===== src/rtl/morse_pkg.sv =====
// Shared Morse symbol codes, element lengths and keyer FSM states.
package morse_pkg;

  // Symbol codes, same encoding as the receiver's ditsdahs output.
  localparam logic [2:0] SYM_WAIT  = 3'd0;
  localparam logic [2:0] SYM_DIT   = 3'd1;
  localparam logic [2:0] SYM_DAH   = 3'd2;
  localparam logic [2:0] SYM_GAP   = 3'd3;
  localparam logic [2:0] SYM_SPACE = 3'd4;

  // Element lengths in Morse time units.
  localparam logic [2:0] DIT_LEN      = 3'd1;
  localparam logic [2:0] DAH_LEN      = 3'd3;
  localparam logic [2:0] ELEM_GAP     = 3'd1;
  localparam logic [2:0] LETTER_EXTRA = 3'd2;
  localparam logic [2:0] WORD_EXTRA   = 3'd6;

  typedef enum logic [1:0] {
    ST_IDLE,
    ST_MARK,
    ST_SPACE
  } keyer_state_e;

  // Only real keying symbols take up a FIFO slot.
  function automatic logic sym_storable(input logic [2:0] s);
    return (s >= SYM_DIT) && (s <= SYM_SPACE);
  endfunction

endpackage


===== src/rtl/morse_sym_fifo.sv =====
// Small synchronous FIFO for symbol codes; wrap bit on the pointers
// separates full from empty.
module morse_sym_fifo #(
  parameter int DEPTH = 4,
  parameter int WIDTH = 3
) (
  input  logic             bigclk,
  input  logic             reset_n,
  input  logic             push,
  input  logic             pop,
  input  logic [WIDTH-1:0] din,
  output logic [WIDTH-1:0] dout,
  output logic             full,
  output logic             empty
);

  localparam int AW = $clog2(DEPTH);

  logic [AW:0]      wr_ptr_q, wr_ptr_d;
  logic [AW:0]      rd_ptr_q, rd_ptr_d;
  logic [WIDTH-1:0] mem_q [DEPTH];
  logic [WIDTH-1:0] mem_d [DEPTH];
  logic             do_push, do_pop;

  assign empty   = (wr_ptr_q == rd_ptr_q);
  assign full    = (wr_ptr_q[AW] != rd_ptr_q[AW]) &&
                   (wr_ptr_q[AW-1:0] == rd_ptr_q[AW-1:0]);
  assign do_push = push && !full;
  assign do_pop  = pop && !empty;
  assign dout    = mem_q[rd_ptr_q[AW-1:0]];

  // Pointer advance and storage write for the next cycle.
  always_comb begin
    wr_ptr_d = wr_ptr_q;
    rd_ptr_d = rd_ptr_q;
    mem_d    = mem_q;
    if (do_push) begin
      mem_d[wr_ptr_q[AW-1:0]] = din;
      wr_ptr_d = wr_ptr_q + 1'b1;
    end
    if (do_pop) rd_ptr_d = rd_ptr_q + 1'b1;
  end

  // FIFO state; reset empties it immediately.
  always_ff @(posedge bigclk or negedge reset_n) begin
    if (!reset_n) begin
      wr_ptr_q <= '0;
      rd_ptr_q <= '0;
      for (int i = 0; i < DEPTH; i++) mem_q[i] <= '0;
    end else begin
      wr_ptr_q <= wr_ptr_d;
      rd_ptr_q <= rd_ptr_d;
      mem_q    <= mem_d;
    end
  end

endmodule


===== src/rtl/morse_keyer.sv =====
// Morse transmitter: symbol FIFO feeding a mark/space timing FSM with a
// registered key output.
module morse_keyer
  import morse_pkg::*;
#(
  parameter int DEPTH       = 4,
  parameter int UNIT_CYCLES = 1
) (
  input  logic       bigclk,
  input  logic       reset_n,
  input  logic [2:0] sym_in,
  input  logic       sym_valid,
  output logic       sym_ready,
  output logic       signal,
  output logic       busy
);

  localparam int             UW        = (UNIT_CYCLES > 1) ? $clog2(UNIT_CYCLES) : 1;
  localparam logic [UW-1:0]  UNIT_LAST = UW'(UNIT_CYCLES - 1);

  keyer_state_e  state_q, state_d;
  logic [2:0]    len_q, len_d;
  logic [UW-1:0] unit_q, unit_d;
  logic          signal_q, signal_d;
  logic          busy_q, busy_d;

  logic          fifo_push, fifo_pop, fifo_full, fifo_empty;
  logic [2:0]    fifo_dout;
  logic          unit_last, elem_done, load;

  // Codes outside DIT..SPACE are handshaken and silently dropped.
  assign sym_ready = !fifo_full;
  assign fifo_push = sym_valid && sym_ready && sym_storable(sym_in);

  morse_sym_fifo #(.DEPTH(DEPTH), .WIDTH(3)) u_fifo (
    .bigclk  (bigclk),
    .reset_n (reset_n),
    .push    (fifo_push),
    .pop     (fifo_pop),
    .din     (sym_in),
    .dout    (fifo_dout),
    .full    (fifo_full),
    .empty   (fifo_empty)
  );

  assign unit_last = (unit_q == UNIT_LAST);
  assign elem_done = unit_last && (len_q == 3'd1);

  // Next state: count units down, chain straight into the next symbol
  // from the last space cycle so back-to-back symbols have no dead cycle.
  always_comb begin
    state_d  = state_q;
    len_d    = len_q;
    unit_d   = unit_q;
    fifo_pop = 1'b0;
    load     = 1'b0;

    if (state_q != ST_IDLE && !elem_done) begin
      if (unit_last) begin
        unit_d = '0;
        len_d  = len_q - 3'd1;
      end else begin
        unit_d = unit_q + 1'b1;
      end
    end

    case (state_q)
      ST_IDLE:  if (!fifo_empty) load = 1'b1;
      ST_MARK:  if (elem_done) begin
                  state_d = ST_SPACE;
                  len_d   = ELEM_GAP;
                  unit_d  = '0;
                end
      ST_SPACE: if (elem_done) begin
                  if (!fifo_empty) load = 1'b1;
                  else begin
                    state_d = ST_IDLE;
                    len_d   = '0;
                    unit_d  = '0;
                  end
                end
      default:  state_d = ST_IDLE;
    endcase

    if (load) begin
      fifo_pop = 1'b1;
      unit_d   = '0;
      case (fifo_dout)
        SYM_DIT: begin state_d = ST_MARK;  len_d = DIT_LEN;      end
        SYM_DAH: begin state_d = ST_MARK;  len_d = DAH_LEN;      end
        SYM_GAP: begin state_d = ST_SPACE; len_d = LETTER_EXTRA; end
        default: begin state_d = ST_SPACE; len_d = WORD_EXTRA;   end
      endcase
    end
  end

  // Output register lags the FSM by one cycle, giving the 2-cycle latency.
  always_comb begin
    signal_d = (state_q == ST_MARK);
    busy_d   = (state_q != ST_IDLE) || !fifo_empty;
  end

  // FSM, counters and output registers; reset silences the key at once.
  always_ff @(posedge bigclk or negedge reset_n) begin
    if (!reset_n) begin
      state_q  <= ST_IDLE;
      len_q    <= '0;
      unit_q   <= '0;
      signal_q <= 1'b0;
      busy_q   <= 1'b0;
    end else begin
      state_q  <= state_d;
      len_q    <= len_d;
      unit_q   <= unit_d;
      signal_q <= signal_d;
      busy_q   <= busy_d;
    end
  end

  assign signal = signal_q;
  assign busy   = busy_q;

endmodule


===== config.mk =====
export PLATFORM = sky130hd
export DESIGN_NAME = morse_keyer
export DESIGN_NICKNAME = d
export VERILOG_FILES = /design/src/rtl/morse_pkg.sv /design/src/rtl/morse_sym_fifo.sv /design/src/rtl/morse_keyer.sv
export SDC_FILE = /design/constraint.sdc
export NUM_CORES = 1
export LEC_CHECK = 0
export ABC_AREA = 1
export CAP_MARGIN = 10
export CORE_MARGIN = 2
export CORE_UTILIZATION = 50
export CTS_BUF_LIST = sky130_fd_sc_hd__clkbuf_16
export DETAILED_ROUTE_END_ITERATION = 6
export GPL_TIMING_DRIVEN = 0
export PLACE_DENSITY = 0.65
export REMOVE_ABC_BUFFERS = 1
export SLEW_MARGIN = 20
export SYNTH_ARGS = -nofsm -noshare
export SYNTH_HDL_FRONTEND = slang
export SYNTH_SLANG_ARGS = --single-unit

===== constraint.sdc =====
create_clock -name bigclk -period 1.8 [get_ports bigclk]
set_input_delay 0.27 -clock bigclk [delete_from_list [all_inputs] [get_ports bigclk]]
set_output_delay 0.27 -clock bigclk [all_outputs]
set_load 0.05 [all_outputs]

# == Word level (Yosys, flattened, before mapping) ==
# Cells that the tools add are included.
# word_totals
ramBits,0
input_bits,6
rom_bits,0
reg_bits,26
latch_bits,0
wordCells,84
n_memories,0
# op_classes
n_eq_ne,13
n_addsub,4
n_reduce_logical,17
n_bitwise,3
n_mul,0
n_div,0
mux,31
n_shift,0
order_cmp,5
# op_table
op,count
3-bit two-way mux,9
12-bit bitwise mux,1
2-bit two-way mux,5
1-bit logical AND,9
1-bit two-way mux,9
3-bit one-hot mux with 3 select lines,1
"3-bit by 1-bit adder with 3-bit output, second input constant",2
3-bit binary-select mux with 2-bit select,1
3-bit demux with 2-bit select,1
"3-bit by 1-bit == test with 1-bit output, second input constant",2
"3-bit by 2-bit == test with 1-bit output, second input constant",2
"3-bit greater-or-equal comparator, second input constant",2
"3-bit != test, second input constant",2
2-bit NOT with 3-bit output,2
2-bit one-hot mux with 3 select lines,1
3-bit one-hot mux with 2 select lines,1
1-bit one-hot mux with 2 select lines,2
4-bit AND reduction,1
3-bit == test,1
"3-bit by 1-bit greater-or-equal comparator with 1-bit output, second input constant",1
"3-bit less-or-equal comparator, second input constant",1
1-bit zero test,3
"3-bit by 1-bit < comparator with 1-bit output, second input constant",1
"3-bit by 1-bit != test with 1-bit output, second input constant",1
12 further kinds,12

# == Depth between registers and ports, before layout ==
# Gate-level depths: netlist of the first run.
# depth
ltp_word,9
mapped_depth,11
ltp_nobuf,11

# == Hierarchy ==
# A second synthesis of the first run with hierarchy kept.
# hier_totals
hier_cells,208
hier_area_um2,1656.6
# by_module_without_submodules
module,cells_each,n_inst,area_each_um2
morse_sym_fifo,121,1,1027.2
morse_keyer,87,1,629.4

# == Worst setup path after synthesis of the first run ==
# No wires, ideal clock.
# synth_timing
path_kind,reg-to-reg
from,reg u_fifo.rd_ptr_q[1]
to,reg u_fifo.mem_q[10] (netlist name)
path_slack_ps,278
setup_time_ps,116
path_buffers,1
t_arrival_ps,1406
path_stages_with_launch,10
required_time_ps,1684
path_cell_list,dfrtp_1 -> buf_4 -> xnor2_4 -> nand4_4 -> nand2_8 -> inv_8 -> nand2_4 -> inv_2 -> nand2_1 -> nand2_1
# synth_between
elab_chain_cells,6
# synth_lines
item,line_no,source
from (decl),morse_sym_fifo.sv:20,"logic [AW:0] rd_ptr_q, rd_ptr_d;"
from (signal assigned),morse_sym_fifo.sv:52,rd_ptr_q <= rd_ptr_d;
2-bit == test *,morse_sym_fifo.sv:27,(wr_ptr_q[AW-1:0] == rd_ptr_q[AW-1:0]);
1-bit logical AND *,morse_sym_fifo.sv:26,assign full = (wr_ptr_q[AW] != rd_ptr_q[AW]) &&
1-bit zero test *,morse_keyer.sv:32,assign sym_ready = !fifo_full;
net sym_ready,morse_keyer.sv:13,"output logic sym_ready,"
1-bit logical AND (2 in a row),morse_keyer.sv:33,assign fifo_push = sym_valid && sym_ready && sym_storable(sym_in);
1-bit logical AND *,morse_sym_fifo.sv:28,assign do_push = push && !full;
to (signal assigned),morse_sym_fifo.sv:53,mem_q <= mem_d;
to (decl),morse_sym_fifo.sv:21,logic [WIDTH-1:0] mem_q [DEPTH];
# The timed path passes the listed nets; every way through them passes the cells marked *.
# A chain may end at the register's enable or synchronous reset.

# == Worst setup path after layout of the first run ==
# layout_timing
from,reg u_fifo.rd_ptr_q[1]
to,out sym_ready
# layout_between
elab_chain_cells,3
# layout_lines
item,line_no
2-bit == test,morse_sym_fifo.sv:27
1-bit logical AND,morse_sym_fifo.sv:26
1-bit zero test,morse_keyer.sv:32
to (decl),morse_keyer.sv:13
# Every way passes these cells.

==> results of run 1 <==
[kinds of logic (layout without fill, tap and decap cells)]
group,count (synthesis),after routing
XOR/XNOR,5,5
adder cells (fa/ha/maj),10,10
buffers and inverters,29,39
AO/OA/AOI/OAI,10,10
flip-flops,26,26
AND/OR/NAND/NOR,131,131
[through the flow]
step,util,power (mW),hold slack [ns]
finish,0.596,3.49,0.0109
global route,0.596,3.87,0.0565
CTS,0.596,3.53,0.0338
detailed placement,0.572,3.04,0.311
global placement,0.573,2.98,0.460
floorplan,-,2.63,-0.0256
[how the worst max path moves through the flow]
stage | endpoint | slack [ns] | startpoint
floorplan | u_fifo.mem_q[10] | 0.22 | u_fifo.rd_ptr_q[0]
global placement | sym_ready | -0.23 | u_fifo.rd_ptr_q[0]
detailed placement | sym_ready | -0.23 | u_fifo.rd_ptr_q[0]
CTS | sym_ready | 0.10 | u_fifo.rd_ptr_q[1]
global route | sym_ready | 0.04 | u_fifo.rd_ptr_q[1]
finish | sym_ready | 0.12 | u_fifo.rd_ptr_q[1]
[cell usage after synthesis]
cell type  number
a21oi_1         1
a31oi_1         1
buf_4           1
buf_6           1
dfrtp_1        26
ha_1           10
inv_1          20
inv_2           4
inv_6           2
inv_8           1
nand2_1        94
nand2_2         1
nand2_4         4
nand2_8         1
nand3_1        18
nand3_2         2
nand4_1         2
nand4_4         1
nor2_1          4
nor2_2          1
nor2_4          1
nor2_8          1
nor3_1          1
o21ai_0         2
o21ai_1         5
o21bai_1        1
xnor2_4         1
xor2_1          3
xor2_2          1
[cell type report]
class	instances	area, um^2
flip-flops and latches	26	652
fillers	305	1250
repair buffers	8	70.1
well taps	44	55.1
clock buffers	3	75.1
inverters	27	119
multi-input cells	156	875
clock inverters	1	3.75
[repair_timing]
item / 4_1_cts / 5_1_grt
resized for setup: 6 / 0
hold buffers: 0 / 0
endpoints found under the setup margin: 1 / 0
[power by group]
part | leakage [nW] | internal, mW | switching, mW
Clock | 0.0385 | 0.297 | 0.193
Sequential | 0.319 | 0.856 | 0.231
Combinational | 0.642 | 0.696 | 1.22
Total | 0.999 | 1.85 | 1.64
[state kept, by name (all words and copies together), names as in the netlist]
name	count
u_fifo.mem_q	12
len_q	3
u_fifo.rd_ptr_q	3
u_fifo.wr_ptr_q	3
state_q	2
busy	1
signal	1
unit_q	1
[worst max-delay path, stage by stage, from the launching register on]
cell	delay, ns
dfrtp_1	0.51
xnor2_4	0.25
nand4_4	0.15
buf_2	0.25
[routing by layer]
metal / track usage / vias to the layer above
li1: - / 673
met1: 0.232 / 606
met2: 0.332 / 18
met3: 0.0252 / 5
met4: 0.0547 / 0
met5: 0 / -
==> results.json, run 1 <==
{
  "ys_ff_latch": 26,
  "rsz0062_at_grt": "no",
  "fin_crit_ns": 1.68,
  "outcome": "complete, no violations",
  "core_um2": 3100,
  "worstSetupPathType": "reg -> out",
  "area_growth_pct": 11.2,
  "vias": 1302,
  "via_per_inst": 4.91,
  "slew_viol_final": 0,
  "layout_common_cells": "94 x nand2_1, 25 x dfrtp_1, 20 x inv_1",
  "clk_path_buf_depth": 2,
  "die_x_um": 61.7,
  "crit_fanout": 8,
  "portBuffers": 8,
  "synthMuxAreaShare": 0,
  "cts.sinks": 26,
  "die_h_um": 61.7,
  "start_kind": "register",
  "pre_cts_ws_ns": -0.230,
  "final.setup.tns_ns": 0,
  "start_util": 0.536,
  "clock.fmax_ghz": 0.594,
  "period_share": 0.936,
  "synth_top_area_cell": "dfrtp_1",
  "dr_wl_met3_um": 70,
  "clock_latency_ns": 0.26,
  "wl_per_cell_um": 11.0,
  "io-pin-count": 9,
  "yosys.area_share.xor_xnor": 0.0421,
  "critPathCaptureType": "primary output",
  "drive_gt1_frac": 0.122,
  "diodes": 0,
  "wirelength_um": 2920,
  "synth-simple-area-share": 0.376,
  "ir_drop_uv": 884,
  "grt_pass1_wl_um": 5250,
  "drc_errors": 0,
  "gp_congestion": 0.859,
  "cts_tree": "done",
  "rrSetupSlack_ns": 0.26,
  "clk_pin_slew_ns": 0.06,
  "placed_area_um2": 1770,
  "grt_max_degree": 27,
  "synth_cells": 211,
  "synth_cell_types": 29,
  "synth.avg_cell_area_um2": 7.88,
  "detail_route.first_pass.iterations": 4,
  "finalHoldViolCount": 0,
  "root_buffer": "clkbuf_16",
  "wl_met1_um": 1330,
  "synth-compound-area-share": 0.0324,
  "synth_top_family_by_area": "simple AND/OR/NAND/NOR gates",
  "cp_data_arrival_time_ns": 1.41,
  "rr_startpoint": "len_q[1]",
  "layout_commonest_cell": "nand2_1",
  "synthAdderAreaFrac": 0.0752,
  "wl_met2_um": 1490,
  "dieArea_um2": 3800,
  "worstRegToRegCells": 8,
  "first_iter_violations": 66,
  "synth.yosys.warnings": 0,
  "worst_pin_slew_ns": 0.591,
  "slew_headroom": 0.606,
  "fin_skew_ns": 0.00468,
  "nNetsFinal": 238,
  "first_global_vias": 1284,
  "hpwlAfterDp_um": 2330,
  "rr_endpoint": "u_fifo.rd_ptr_q[2]",
  "p_per_area_nw_per_um2": 1890,
  "post_cts_buffers": 0,
  "dp.cells": 261,
  "power_leakage_nw": 0.999,
  "required_ns": 1.53,
  "hold_class": "in -> async",
  "overflow": 0,
  "yosysSeqAreaShare": 0.391,
  "synth_area_um2": 1660,
  "ant_nets": 0,
  "numCtsBuffers": 3,
  "fin_cells": 265,
  "top_layer": "met4",
  "synth_top_area_share": 0.391,
  "groute.usage.overall": 0.186,
  "antenna_found_initial": 0,
  "cap_violations": 0,
  "finalSetupViolations": 0,
  "synth_area_leaders": "dfrtp_1 39%, nand2_1 21%, ha_1 7.5%",
  "final_area_um2": 1850,
  "finalWorstSetupSlack_ns": 0.115,
  "htree_levels": 1,
  "row_count": 20
}
Power figures use the tool's default switching activity.
==> run 2: changes to the inputs <==
--- a/config.mk
+++ b/config.mk
@@ -8,11 +8,11 @@
 export ABC_AREA = 1
 export CAP_MARGIN = 10
 export CORE_MARGIN = 2
-export CORE_UTILIZATION = 50
+export CORE_UTILIZATION = 47
 export CTS_BUF_LIST = sky130_fd_sc_hd__clkbuf_16
 export DETAILED_ROUTE_END_ITERATION = 6
 export GPL_TIMING_DRIVEN = 0
-export PLACE_DENSITY = 0.65
+export PLACE_DENSITY = 0.62
 export REMOVE_ABC_BUFFERS = 1
 export SLEW_MARGIN = 20
 export SYNTH_ARGS = -nofsm -noshare
==> constraint.sdc (replaced) <==
create_clock -name bigclk -period 2 [get_ports bigclk]
set_input_delay 0.3 -clock bigclk [delete_from_list [all_inputs] [get_ports bigclk]]
set_output_delay 0.3 -clock bigclk [all_outputs]
set_load 0.05 [all_outputs]
==> results.json, run 2 (synthesized netlist as in run 1, its figures left out) <==
{
  "die_h_um": 63.5,
  "clock.fmax_ghz": 0.542,
  "p_seq_frac": 0.310,
  "groute.usage.overall": 0.177,
  "post_cts_buffers": 0,
  "finalSetupViolations": 0,
  "fin_cells": 266,
  "die_x_um": 63.5,
  "gp_congestion": 0.873,
  "clk_pin_slew_ns": 0.06,
  "largest_reg_flops": 12,
  "placed_area_um2": 1780,
  "portBuffers": 8,
  "dieArea_um2": 4030,
  "diodes": 0,
  "switchingPower_mw": 1.49,
  "area_growth_pct": 11.5,
  "detail_route.first_pass.iterations": 4,
  "finalHoldViolCount": 0,
  "p_total_mw": 3.16,
  "nNetsFinal": 238,
  "critPathCaptureType": "primary output",
  "overflow": 0,
  "slew_headroom": 0.597,
  "hpwlAfterDp_um": 2340,
  "rr_endpoint": "u_fifo.rd_ptr_q[2]",
  "vias": 1289,
  "p_per_area_nw_per_um2": 1700,
  "p_clk_frac": 0.141,
  "fin_skew_ns": 0.00286,
  "hold_class": "in -> async",
  "wl_per_cell_um": 11.3,
  "outcome": "complete, no violations",
  "worst_pin_slew_ns": 0.604,
  "clk_path_buf_depth": 2,
  "ant_nets": 0,
  "grt_max_degree": 27,
  "numCtsBuffers": 3,
  "start_kind": "register",
  "p_sw_frac": 0.471,
  "grt_pass1_wl_um": 5540,
  "first_iter_violations": 35,
  "final_area_um2": 1850,
  "fin_crit_ns": 1.85,
  "cap_violations": 0,
  "comb_power_share": 0.549,
  "core_um2": 3360,
  "antenna_found_initial": 0,
  "rrSetupSlack_ns": 0.47,
  "via_per_inst": 4.85,
  "wirelength_um": 3010,
  "fillers": 344,
  "layout_common_cells": "94 x nand2_1, 25 x dfrtp_1, 20 x inv_1",
  "p_int_mw": 1.67,
  "first_global_vias": 1284,
  "io-pin-count": 9,
  "crit_fanout": 8,
  "row_count": 21,
  "dp.cells": 263,
  "cts.sinks": 26,
  "drive_gt1_frac": 0.123,
  "final.setup.tns_ns": 0,
  "cts_tree": "done",
  "worstSetupPathType": "reg -> out",
  "rr_startpoint": "len_q[1]",
  "slew_viol_final": 0,
  "htree_levels": 1,
  "top_register": "u_fifo.mem_q",
  "cp_data_arrival_time_ns": 1.55,
  "ir_drop_uv": 805,
  "root_buffer": "clkbuf_16",
  "required_ns": 1.70,
  "layout_commonest_cell": "nand2_1",
  "rsz0062_at_grt": "no",
  "ctsHoldBuffers": 0,
  "drc_errors": 0,
  "period_share": 0.923,
  "power_leakage_nw": 1.00,
  "worstRegToRegCells": 8,
  "start_util": 0.494,
  "clock_latency_ns": 0.26
}
## run 2: stage by stage
step / setup WS [ns] / hold WS [ns] / utilization
6_report: 0.155 / 0.0390 / 0.551
4_1_cts: 0.0363 / 0.0619 / 0.551
2_1_floorplan: 0.424 / 0.00441 / -
3_5_place_dp: -0.0613 / 0.352 / 0.528
5_1_grt: 0.0599 / 0.0811 / 0.551
3_3_place_gp: -0.0623 / 0.459 / 0.530
## run 2: worst max-delay path by stage
stage | startpoint | endpoint | slack [ns] | cells past startpoint
after global routing | u_fifo.rd_ptr_q[1] | sym_ready | 0.06 | 3
after floorplan | u_fifo.rd_ptr_q[0] | u_fifo.mem_q[10] | 0.42 | 9
after detailed placement | u_fifo.rd_ptr_q[0] | sym_ready | -0.06 | 5
after global placement | u_fifo.rd_ptr_q[0] | sym_ready | -0.06 | 5
after CTS | u_fifo.rd_ptr_q[0] | sym_ready | 0.04 | 4
final | u_fifo.rd_ptr_q[1] | sym_ready | 0.15 | 3
## run 2: per-layer routing
metal | wire length (um) | part of all wire | global-route usage | up-vias
met3 | 82 | 0.027 | 0.0321 | 5
met1 | 1320 | 0.44 | 0.205 | 593
li1 | - | - | - | 673
met2 | 1550 | 0.52 | 0.326 | 18
met4 | 50 | 0.017 | 0.0571 | 0
met5 | 0 | 0 | 0 | -
## run 2: area by class of cell
type                            instances  area, um^2  area share
Tap cell                               46        57.6      0.0310
Inverter                               27         119      0.0641
Clock buffer                            3        75.1      0.0405
Sequential cell                        26         652       0.352
Timing Repair Buffer                    8        76.3      0.0412
Multi-Input combinational cell        156         875       0.472
## run 2: worst max-delay path, stage by stage (launching register included)
cell             delay, ns
dfrtp_1               0.51
xnor2_4               0.25
nand4_4               0.15
clkdlybuf4s15_2       0.37
## run 2: power groups by stage
| stage | Combinational, mW | Clock (mW) | Sequential [mW] |
|---|---|---|---|
| after CTS | 1.76 | 0.462 | 0.980 |
| after global routing | 2.03 | 0.481 | 1.02 |
| after detailed placement | 1.75 | 0 | 0.987 |
| after global placement | 1.70 | 0 | 0.986 |
| after floorplan | 1.39 | 0 | 0.981 |
| final | 1.73 | 0.445 | 0.981 |
## run 2: what timing repair did
action                     4_1_cts  5_1_grt
gates cloned                     0        0
resized for setup                3        1
setup endpoints to repair        1        1
